## src/rtl/lcd_refresh_ctrl_if.sv

```systemverilog
// rtl/lcd_refresh_ctrl_if.sv - frame RAM read port and ST7565 SPI pins of the refresh engine
interface lcd_refresh_ctrl_if;
  logic [9:0] addr_r;
  logic [7:0] data_r;
  logic       lcd_cs_n;
  logic       lcd_sclk;
  logic       lcd_mosi;
  logic       lcd_dc;
  logic       lcd_rst_n;

  modport master (
    output addr_r,
    input  data_r,
    output lcd_cs_n,
    output lcd_sclk,
    output lcd_mosi,
    output lcd_dc,
    output lcd_rst_n
  );

  modport slave (
    input  addr_r,
    output data_r,
    input  lcd_cs_n,
    input  lcd_sclk,
    input  lcd_mosi,
    input  lcd_dc,
    input  lcd_rst_n
  );
endinterface

```

## src/rtl/lcd_refresh_ctrl.sv

```systemverilog
// rtl/lcd_refresh_ctrl.sv - scans the 1024x8 frame RAM and streams it to an ST7565 LCD over SPI
// Optional power-up reset/init sequence enabled by defining LCD_INIT_SEQ_EN.
module lcd_refresh_ctrl #(
  parameter int         CLK_DIV    = 4,
  parameter logic [7:0] COL_OFFSET = 8'd0,
  parameter int         RST_CYCLES = 1000
) (
  input  logic               sys_clk,
  input  logic               sys_rst,
  input  logic               start,
  input  logic               auto_en,
  output logic               busy,
  output logic               frame_done,
  lcd_refresh_ctrl_if.master lcd
);
  localparam int            DW       = $clog2(CLK_DIV);
  localparam logic [DW-1:0] DIV_LAST = DW'(CLK_DIV - 1);

  typedef enum logic [2:0] {
    IDLE,
    CMD,
    DATA,
    DONE
`ifdef LCD_INIT_SEQ_EN
    , INIT
`endif
  } state_t;

  state_t        state;
  logic [2:0]    page;
  logic [6:0]    col;
  logic [3:0]    idx;
  logic [7:0]    sh;
  logic [DW-1:0] div_cnt;
  logic [2:0]    bit_cnt;
  logic          shifting;
  logic [3:0]    idx_nx;
  logic [2:0]    page_nx;

  function automatic logic [9:0] ram_addr(input logic [2:0] p, input logic [6:0] c);
    return {p[2:1], c, p[0]};
  endfunction

  function automatic logic [7:0] cmd_byte(input logic [3:0] i, input logic [2:0] p);
    case (i)
      4'd0:    cmd_byte = {5'b10110, p};
      4'd1:    cmd_byte = {4'h1, COL_OFFSET[7:4]};
      default: cmd_byte = {4'h0, COL_OFFSET[3:0]};
    endcase
  endfunction

`ifdef LCD_INIT_SEQ_EN
  localparam int RW = $clog2(RST_CYCLES + 1);
  logic [1:0]    init_ph;
  logic [RW-1:0] cnt;

  function automatic logic [7:0] init_byte(input logic [3:0] i);
    case (i)
      4'd0:    init_byte = 8'hA2;
      4'd1:    init_byte = 8'hA0;
      4'd2:    init_byte = 8'hC8;
      4'd3:    init_byte = 8'h2F;
      4'd4:    init_byte = 8'h27;
      4'd5:    init_byte = 8'h81;
      4'd6:    init_byte = 8'h10;
      4'd7:    init_byte = 8'h40;
      default: init_byte = 8'hAF;
    endcase
  endfunction
`else
  assign lcd.lcd_rst_n = 1'b1;
`endif

  always_comb begin
    shifting = (state == CMD) || (state == DATA);
`ifdef LCD_INIT_SEQ_EN
    if (state == INIT && init_ph == 2'd2) shifting = 1'b1;
`endif
    idx_nx  = idx + 4'd1;
    page_nx = page + 3'd1;
  end

  // MSB of the shifter is the line; clearing the shifter parks mosi low
  assign lcd.lcd_mosi = sh[7];

  always_ff @(posedge sys_clk) begin
    if (sys_rst) begin
`ifdef LCD_INIT_SEQ_EN
      state         <= INIT;
      init_ph       <= 2'd0;
      cnt           <= '0;
      lcd.lcd_rst_n <= 1'b0;
`else
      state         <= IDLE;
`endif
      busy         <= 1'b0;
      frame_done   <= 1'b0;
      lcd.addr_r   <= '0;
      lcd.lcd_cs_n <= 1'b1;
      lcd.lcd_sclk <= 1'b0;
      lcd.lcd_dc   <= 1'b0;
      sh           <= '0;
      page         <= '0;
      col          <= '0;
      idx          <= '0;
      div_cnt      <= '0;
      bit_cnt      <= '0;
    end else begin
      frame_done <= 1'b0;
      if (shifting) begin
        if (div_cnt != DIV_LAST) begin
          div_cnt <= div_cnt + DW'(1);
        end else begin
          div_cnt      <= '0;
          lcd.lcd_sclk <= ~lcd.lcd_sclk;
          if (lcd.lcd_sclk && bit_cnt != 3'd7) begin
            bit_cnt <= bit_cnt + 3'd1;
            sh      <= {sh[6:0], 1'b0};
          end else if (lcd.lcd_sclk) begin
            // Byte boundary: next byte goes out with no gap; data_r answers the address set one byte earlier
            bit_cnt <= '0;
            case (state)
              CMD: begin
                if (idx == 4'd2) begin
                  state      <= DATA;
                  idx        <= '0;
                  sh         <= lcd.data_r;
                  lcd.lcd_dc <= 1'b1;
                  lcd.addr_r <= ram_addr(page, 7'd1);
                end else begin
                  idx <= idx_nx;
                  sh  <= cmd_byte(idx_nx, page);
                end
              end
              DATA: begin
                if (col == 7'd127) begin
                  col        <= '0;
                  idx        <= '0;
                  lcd.lcd_dc <= 1'b0;
                  if (page == 3'd7) begin
                    state        <= DONE;
                    busy         <= 1'b0;
                    frame_done   <= 1'b1;
                    lcd.lcd_cs_n <= 1'b1;
                    sh           <= '0;
                    page         <= '0;
                    lcd.addr_r   <= '0;
                  end else begin
                    state      <= CMD;
                    page       <= page_nx;
                    sh         <= cmd_byte(4'd0, page_nx);
                    lcd.addr_r <= ram_addr(page_nx, 7'd0);
                  end
                end else begin
                  col        <= col + 7'd1;
                  sh         <= lcd.data_r;
                  lcd.addr_r <= ram_addr(page, col + 7'd2);
                end
              end
`ifdef LCD_INIT_SEQ_EN
              INIT: begin
                if (idx == 4'd8) begin
                  state        <= IDLE;
                  busy         <= 1'b0;
                  lcd.lcd_cs_n <= 1'b1;
                  sh           <= '0;
                  idx          <= '0;
                end else begin
                  idx <= idx_nx;
                  sh  <= init_byte(idx_nx);
                end
              end
`endif
              default: ;
            endcase
          end
        end
      end

      case (state)
        IDLE, DONE: begin
          if ((state == IDLE) ? start : auto_en) begin
            state        <= CMD;
            busy         <= 1'b1;
            lcd.lcd_cs_n <= 1'b0;
            lcd.lcd_dc   <= 1'b0;
            lcd.lcd_sclk <= 1'b0;
            lcd.addr_r   <= '0;
            sh           <= cmd_byte(4'd0, 3'd0);
            page         <= '0;
            col          <= '0;
            idx          <= '0;
            div_cnt      <= '0;
            bit_cnt      <= '0;
          end else begin
            state <= IDLE;
          end
        end
`ifdef LCD_INIT_SEQ_EN
        INIT: begin
          case (init_ph)
            2'd0: begin
              busy <= 1'b1;
              if (cnt == RW'(RST_CYCLES)) begin
                lcd.lcd_rst_n <= 1'b1;
                cnt           <= '0;
                init_ph       <= 2'd1;
              end else begin
                cnt <= cnt + RW'(1);
              end
            end
            2'd1: begin
              busy <= 1'b1;
              if (cnt == RW'(RST_CYCLES - 1)) begin
                init_ph      <= 2'd2;
                lcd.lcd_cs_n <= 1'b0;
                lcd.lcd_dc   <= 1'b0;
                lcd.lcd_sclk <= 1'b0;
                sh           <= init_byte(4'd0);
                idx          <= '0;
                div_cnt      <= '0;
                bit_cnt      <= '0;
              end else begin
                cnt <= cnt + RW'(1);
              end
            end
            default: ;
          endcase
        end
`endif
        default: ;
      endcase
    end
  end
endmodule

```

## src/flat_wrapper.sv

```systemverilog
// flat-port wrapper written by rule: the top's interface ports become plain ports
module lcd_refresh_ctrl_flat 
#(
  parameter int         CLK_DIV    = 4,
  parameter logic [7:0] COL_OFFSET = 8'd0,
  parameter int         RST_CYCLES = 1000
)
  (sys_clk, sys_rst, start, auto_en, busy, frame_done, lcd_addr_r, lcd_data_r, lcd_lcd_cs_n, lcd_lcd_sclk, lcd_lcd_mosi, lcd_lcd_dc, lcd_lcd_rst_n);
  lcd_refresh_ctrl_if lcd_i ();
  input  logic sys_clk;
  input  logic sys_rst;
  input  logic start;
  input  logic auto_en;
  output logic busy;
  output logic frame_done;
  output wire logic [$bits(lcd_i.addr_r)-1:0] lcd_addr_r;
  input wire logic [$bits(lcd_i.data_r)-1:0] lcd_data_r;
  output wire logic [$bits(lcd_i.lcd_cs_n)-1:0] lcd_lcd_cs_n;
  output wire logic [$bits(lcd_i.lcd_sclk)-1:0] lcd_lcd_sclk;
  output wire logic [$bits(lcd_i.lcd_mosi)-1:0] lcd_lcd_mosi;
  output wire logic [$bits(lcd_i.lcd_dc)-1:0] lcd_lcd_dc;
  output wire logic [$bits(lcd_i.lcd_rst_n)-1:0] lcd_lcd_rst_n;
  assign lcd_addr_r = lcd_i.addr_r;
  assign lcd_i.data_r = lcd_data_r;
  assign lcd_lcd_cs_n = lcd_i.lcd_cs_n;
  assign lcd_lcd_sclk = lcd_i.lcd_sclk;
  assign lcd_lcd_mosi = lcd_i.lcd_mosi;
  assign lcd_lcd_dc = lcd_i.lcd_dc;
  assign lcd_lcd_rst_n = lcd_i.lcd_rst_n;
  lcd_refresh_ctrl #(.CLK_DIV(CLK_DIV), .COL_OFFSET(COL_OFFSET), .RST_CYCLES(RST_CYCLES)) u_core (.sys_clk(sys_clk), .sys_rst(sys_rst), .start(start), .auto_en(auto_en), .busy(busy), .frame_done(frame_done), .lcd(lcd_i));
endmodule
```

## config.mk

```make
export PLATFORM = sky130hd
export DESIGN_NAME = lcd_refresh_ctrl_flat
export DESIGN_NICKNAME = d
export VERILOG_FILES = /design/src/rtl/lcd_refresh_ctrl_if.sv /design/src/rtl/lcd_refresh_ctrl.sv /design/src/flat_wrapper.sv
export SDC_FILE = /design/constraint.sdc
export NUM_CORES = 1
export LEC_CHECK = 0
export ABC_AREA = 1
export ABC_CLOCK_PERIOD_IN_PS = 2100
export CORE_MARGIN = 10
export CORE_UTILIZATION = 45
export CTS_CLUSTER_DIAMETER = 40
export CTS_CLUSTER_SIZE = 30
export DETAILED_ROUTE_END_ITERATION = 16
export DONT_BUFFER_PORTS = 1
export GPL_TIMING_DRIVEN = 0
export PLACE_DENSITY_LB_ADDON = 0.08
export SLEW_MARGIN = 10
export SYNTH_ARGS = -nofsm -noshare
export SYNTH_HDL_FRONTEND = slang
export SYNTH_SLANG_ARGS = --single-unit
```

## constraint.sdc

```tcl
create_clock -name sys_clk -period 2.1 [get_ports sys_clk]
set_clock_uncertainty 0.05 [all_clocks]
set_input_delay 0.21 -clock sys_clk [delete_from_list [all_inputs] [get_ports sys_clk]]
set_output_delay 0.21 -clock sys_clk [all_outputs]
set_load 0.005 [all_outputs]
```

# Word level (Yosys, flattened, before mapping)
# Index checks and enable logic that the tools add are counted.
# word_totals
regBits	45
input_bits	12
out_inout_bits	17
elab_cells	146
# op_classes
addsub	6
eq_ne	13
mux	100
bitwise	4
reduce_logical	10
# ops
cell	n
$mux 10	9
$mux 8	9
$mux 3	22
$mux 7	8
$mux 1	33
$mux 4	8
$pmux 8 s2	2
$pmux 10 s2	1
$mux 2	5
$ne 3x3->1 const B	3
$pmux 4 s2	1
$add 7x1->7 const B	1
$add 7x2->7 const B	1
$eq 7x7->1 const B	1
$reduce_and 7->1	1
$reduce_or 7->1	1
$add 3x1->3 const B	2
$eq 3x2->1 const B	2
$ne 2x2->1 const B	3
$pmux 3 s2	1
$add 4x1->4 const B	1
$eq 4x1->1 const B	1
$eq 4x2->1 const B	1
$logic_not 4->1	1
other kinds (11)	15

# Longest topological paths before layout
# depth
ltp_word	11
depth_mapped	12
ltp_nobuf	12

# Worst setup path after synthesis
# OpenSTA, ideal clock, no wires.
# synth_timing
path_kind	flip-flop to flip-flop
from	register u_core.state[0]
to	register u_core.lcd.addr_r[8]
setup_time_ns	0.128
arrival_ns	1.586
t_required_ns	1.922
setup_slack_ns	0.337
stages_incl_launch_ff	11
path_buffers	1
period_less_slack_ns	1.763
path_cell_list	dfxtp_1 -> inv_1 -> ha_1 -> buf_6 -> nand4_4 -> clkinv_1 -> nand2_2 -> nand2_1 -> o21ai_0 -> a21oi_1 -> nor2_1
# synth_between
elab_chain_cells	8
word_cells_on_any_way	14
classes_between	3 x eq/ne; 8 x mux; 3 x reduce/logical
# synth_lines
element	line_no	rtl
start, declared	lcd_refresh_ctrl.sv:29	state_t state;
start signal, assigned	lcd_refresh_ctrl.sv:94	state <= IDLE;
start signal, assigned	lcd_refresh_ctrl.sv:125	state <= DATA;
start signal, assigned	lcd_refresh_ctrl.sv:141	state <= DONE;
$eq 3x2->1 / $eq 3x1->1 (equally long branches)	lcd_refresh_ctrl.sv:75, lcd_refresh_ctrl.sv:122	
$pmux 10 s2	lcd_refresh_ctrl.sv:122	case (state)
$mux 10	lcd_refresh_ctrl.sv:119	end else if (lcd.lcd_sclk) begin
$mux 10	lcd_refresh_ctrl.sv:116	if (lcd.lcd_sclk && bit_cnt != 3'd7) begin
$mux 10	lcd_refresh_ctrl.sv:111	if (div_cnt != DIV_LAST) begin
$mux 10	lcd_refresh_ctrl.sv:110	if (shifting) begin
$mux 10	lcd_refresh_ctrl.sv:182	if ((state == IDLE) ? start : auto_en) begin
$mux 10 *	lcd_refresh_ctrl.sv:180	case (state)
end signal, assigned	lcd_refresh_ctrl.sv:129	lcd.addr_r <= ram_addr(page, 7'd1);
end signal, assigned	lcd_refresh_ctrl.sv:152	lcd.addr_r <= ram_addr(page_nx, 7'd0);
end signal, assigned	lcd_refresh_ctrl.sv:157	lcd.addr_r <= ram_addr(page, col + 7'd2);
end, declared	lcd_refresh_ctrl_if.sv:12	output addr_r,
# Every way passes the cells marked *; elsewhere a longest branch is shown, timed or not.
# A chain may end at the register's enable or synchronous reset.

# Final worst setup path
# layout_timing
from	register u_core.state[1]
to	register u_core.lcd.addr_r[2]
# The elaborated chain is that of the path after synthesis.

==> metrics.txt <==
count of vias placed by the detailed router 2418; insertion delay to the later sink of the worst-skew pair 300 ps; post-route minimum period slightly below 2000 ps; Finished Core Util slightly above 50%; critical path arrival around 2100 ps; most area-consuming cells after synthesis sky130_fd_sc_hd__dfxtp_1, sky130_fd_sc_hd__nand2_1, sky130_fd_sc_hd__inv_1, sky130_fd_sc_hd__ha_1, sky130_fd_sc_hd__a21oi_1; outcome completed; Final TNS setup 0 ps; final worst-path cycle share around 92%; achievable frequency roughly 520 MHz; Clock Tree Buf Depth 2; Max IR drop VDD approximately 270 µV; clock buffers created by TritonCTS 5; relative area change from synthesis to final layout 9.79%; Seq/Total Area, Yosys about 34%; antenna fix cells 0; per-cell via count in the routed design between 5 and 6; clock transition time at the flip-flop clock pins of the worst setup and hold paths 80 ps; Data required, critical path roughly 2300 ps; number of max-cap violations 0; flip-flop and latch count after synthesis between 40 and 50; cell with the biggest individual delay on the critical path sky130_fd_sc_hd__dfxtp_1; grt ovf 0; Post-Synthesis Net Count 401; Final GP Congestion approximately 0.8; TritonRoute pass-1 iters 4; cell repeated most along the worst path sky130_fd_sc_hd__inv_1; DRT antenna net count 0; post-synth top area cell sky130_fd_sc_hd__dfxtp_1; maximum number of pins on one net before global-route repair 13; kind of launch point of the worst setup path register; H-Tree Depth 2; proportion of layout cells with a drive suffix above 1 between 10% and 20%; Post-DP HPWL about 5.0 mm; Critical Setup Path Class reg2reg; global-route wire length before repair just over 10 mm; number of antenna violations at the first check in global routing 0; die area around 9000 µm²; Starting Density between 40% and 50%; Yosys warning total 0; floorplan die height 96.3 µm; wire per inst about 14 µm; reported leakage power about 0.0013 µW; area of the mapped netlist 2620 µm²; RSZ-0062 raised after global routing false; highest fanout seen on the critical path 10; power density over cell area 544 nW/µm²; number of top-level pins 29; WL final about 6.5 mm; total chip power ~1600 µW; DRC 0; num rows 27; final setup vio count 0; Netlist cell types 43; Critical Path Sink Type register; count of buffers from port buffering 0; TritonCTS clock tree built; Iteration-0 DRC Markers 120; master cell of the clock root buffer sky130_fd_sc_hd__clkbuf_8; number of nets in the layout between 400 and 500; area of the core around 5600 µm²; post-synth top area share between 30% and 40%; Final Slew Violations 0; kind of path behind the tightest hold check in2reg; number of global-route vias before repair about 2200; Critical Path Max Stage Delay between 300 and 400 ps; die span in x 96.3 µm; Gate Count Post-Synth between 300 and 400; number of sinks on the clock net between 40 and 50; GR Util All Layers 14.1%; hold buffer count at CTS 0; cells traversed along the worst timing path inv_1, ha_1, buf_6, nand4_4, buf_4, nor2_4, inv_1, or2_1, a21oi_1; count of endpoints failing hold in the final timing report 0; post-synthesis average cell area 6.97 µm²
repair_timing:
item,in CTS,in global routing
gates resized for setup,0,6
buffers inserted,0,8
endpoints found under the setup margin,0,31
hold endpoints to repair,0,0
metal layers:
metal | vias up | track usage [%] | share of wire [%] | wire length (µm)
met5 | - | 0 | 0 | 0
met4 | 0 | 3.63 | 1.4 | 88
met3 | 8 | 3.89 | 6.8 | 438
met2 | 41 | 23.4 | 46 | 2960
met1 | 1109 | 17.6 | 46 | 2970
li1 | 1260 | - | - | -
sequential cells by signal, summed over array words and instances, names as in the netlist, 2 cells and up:
signal	count
u_core.idx	4
u_core.div_cnt	2
u_core.state	2
u_core.page	3
u_core.col	7
u_core.bit_cnt	3
u_core.lcd.addr_r	10
u_core.sh	8
kinds of logic after synthesis:
logic type	Yosys count	share of synthesized area, %
xor gates and xnor gates	5	1.67
buffers and inverters	70	11.3
AOI/OAI and AO/OA	75	16.8
DFF	44	33.6
and+or+nand+nor	168	30.4
adders and majority gates	13	6.21
other	1	0.143
worst max-delay path, delay by kind of cell, from the launching register on:
| family | cells | cell delay (ps) |
|---|---|---|
| compound gates | 1 | 110 |
| fa+ha+maj | 1 | 280 |
| buf+inv | 4 | 490 |
| flops | 1 | 370 |
| simple gates | 3 | 570 |
synth_stat cells (all sizes together):
cell type	count
o31ai	2
a21oi	29
nand3b	1
nor3	3
a221oi	1
ha	13
inv	61
nor2	23
buf	6
or2	2
clkinv	2
conb	1
xnor2	2
a31oi	6
dfxtp	44
o21ai	24
nand3	29
o22ai	5
nand2	101
nand4	8
nor3b	1
a311oi	1
o211ai	5
o41ai	1
a21boi	1
xor2	3
clkbuf	1
worst paths after layout:
check	start	endpoint	slack (ps)	cells after the start
setup / recovery	u_core.state[1]	u_core.lcd.addr_r[2]	160	9
hold / removal	lcd_data_r[3]	u_core.sh[3]	130	4
setup reg to reg	u_core.state[1]	u_core.lcd.addr_r[2]	160	9
hold reg to reg	u_core.sh[1]	u_core.sh[1]	430	2
cell type report:
class / instances / area (µm²)
clock buffers: 8 / 90.1
repair inverters: 1 / 5.00
repair buffers: 8 / 60.1
fillers: 587 / 2700
multi-input cells: 262 / 1450
inverters: 63 / 250
plain buffers: 7 / 50.0
flip-flops and latches: 44 / 882
well taps: 72 / 90.1
placed cells by master (no fill, tap or decap), types with 7 or more instances in the layout:
cell type                 instances
sky130_fd_sc_hd__a21oi_1         29
sky130_fd_sc_hd__buf_4            9
sky130_fd_sc_hd__dfxtp_1         43
sky130_fd_sc_hd__ha_1            13
sky130_fd_sc_hd__inv_1           58
sky130_fd_sc_hd__nand2_1         96
sky130_fd_sc_hd__nand3_1         28
sky130_fd_sc_hd__nand4_1          7
sky130_fd_sc_hd__nor2_1          18
sky130_fd_sc_hd__o21ai_0         23
through the flow:
step	worst slack (ps)	hold slack, ps	instances	cell area [µm²]
global placement	38.8	408	448	2710
finish	164	132	465	2880
global route	22.0	130	465	2880
floorplan	337	392	376	2620
CTS	20.8	115	456	2800
detailed placement	50.8	413	448	2710
power breakdown:
part / total (µW) / switching [µW] / internal [µW]
combinational: 145 / 97.9 / 47.5
clock: 557 / 288 / 269
sequential: 864 / 12.7 / 852
No activity file was read; power rests on OpenSTA's default activity.
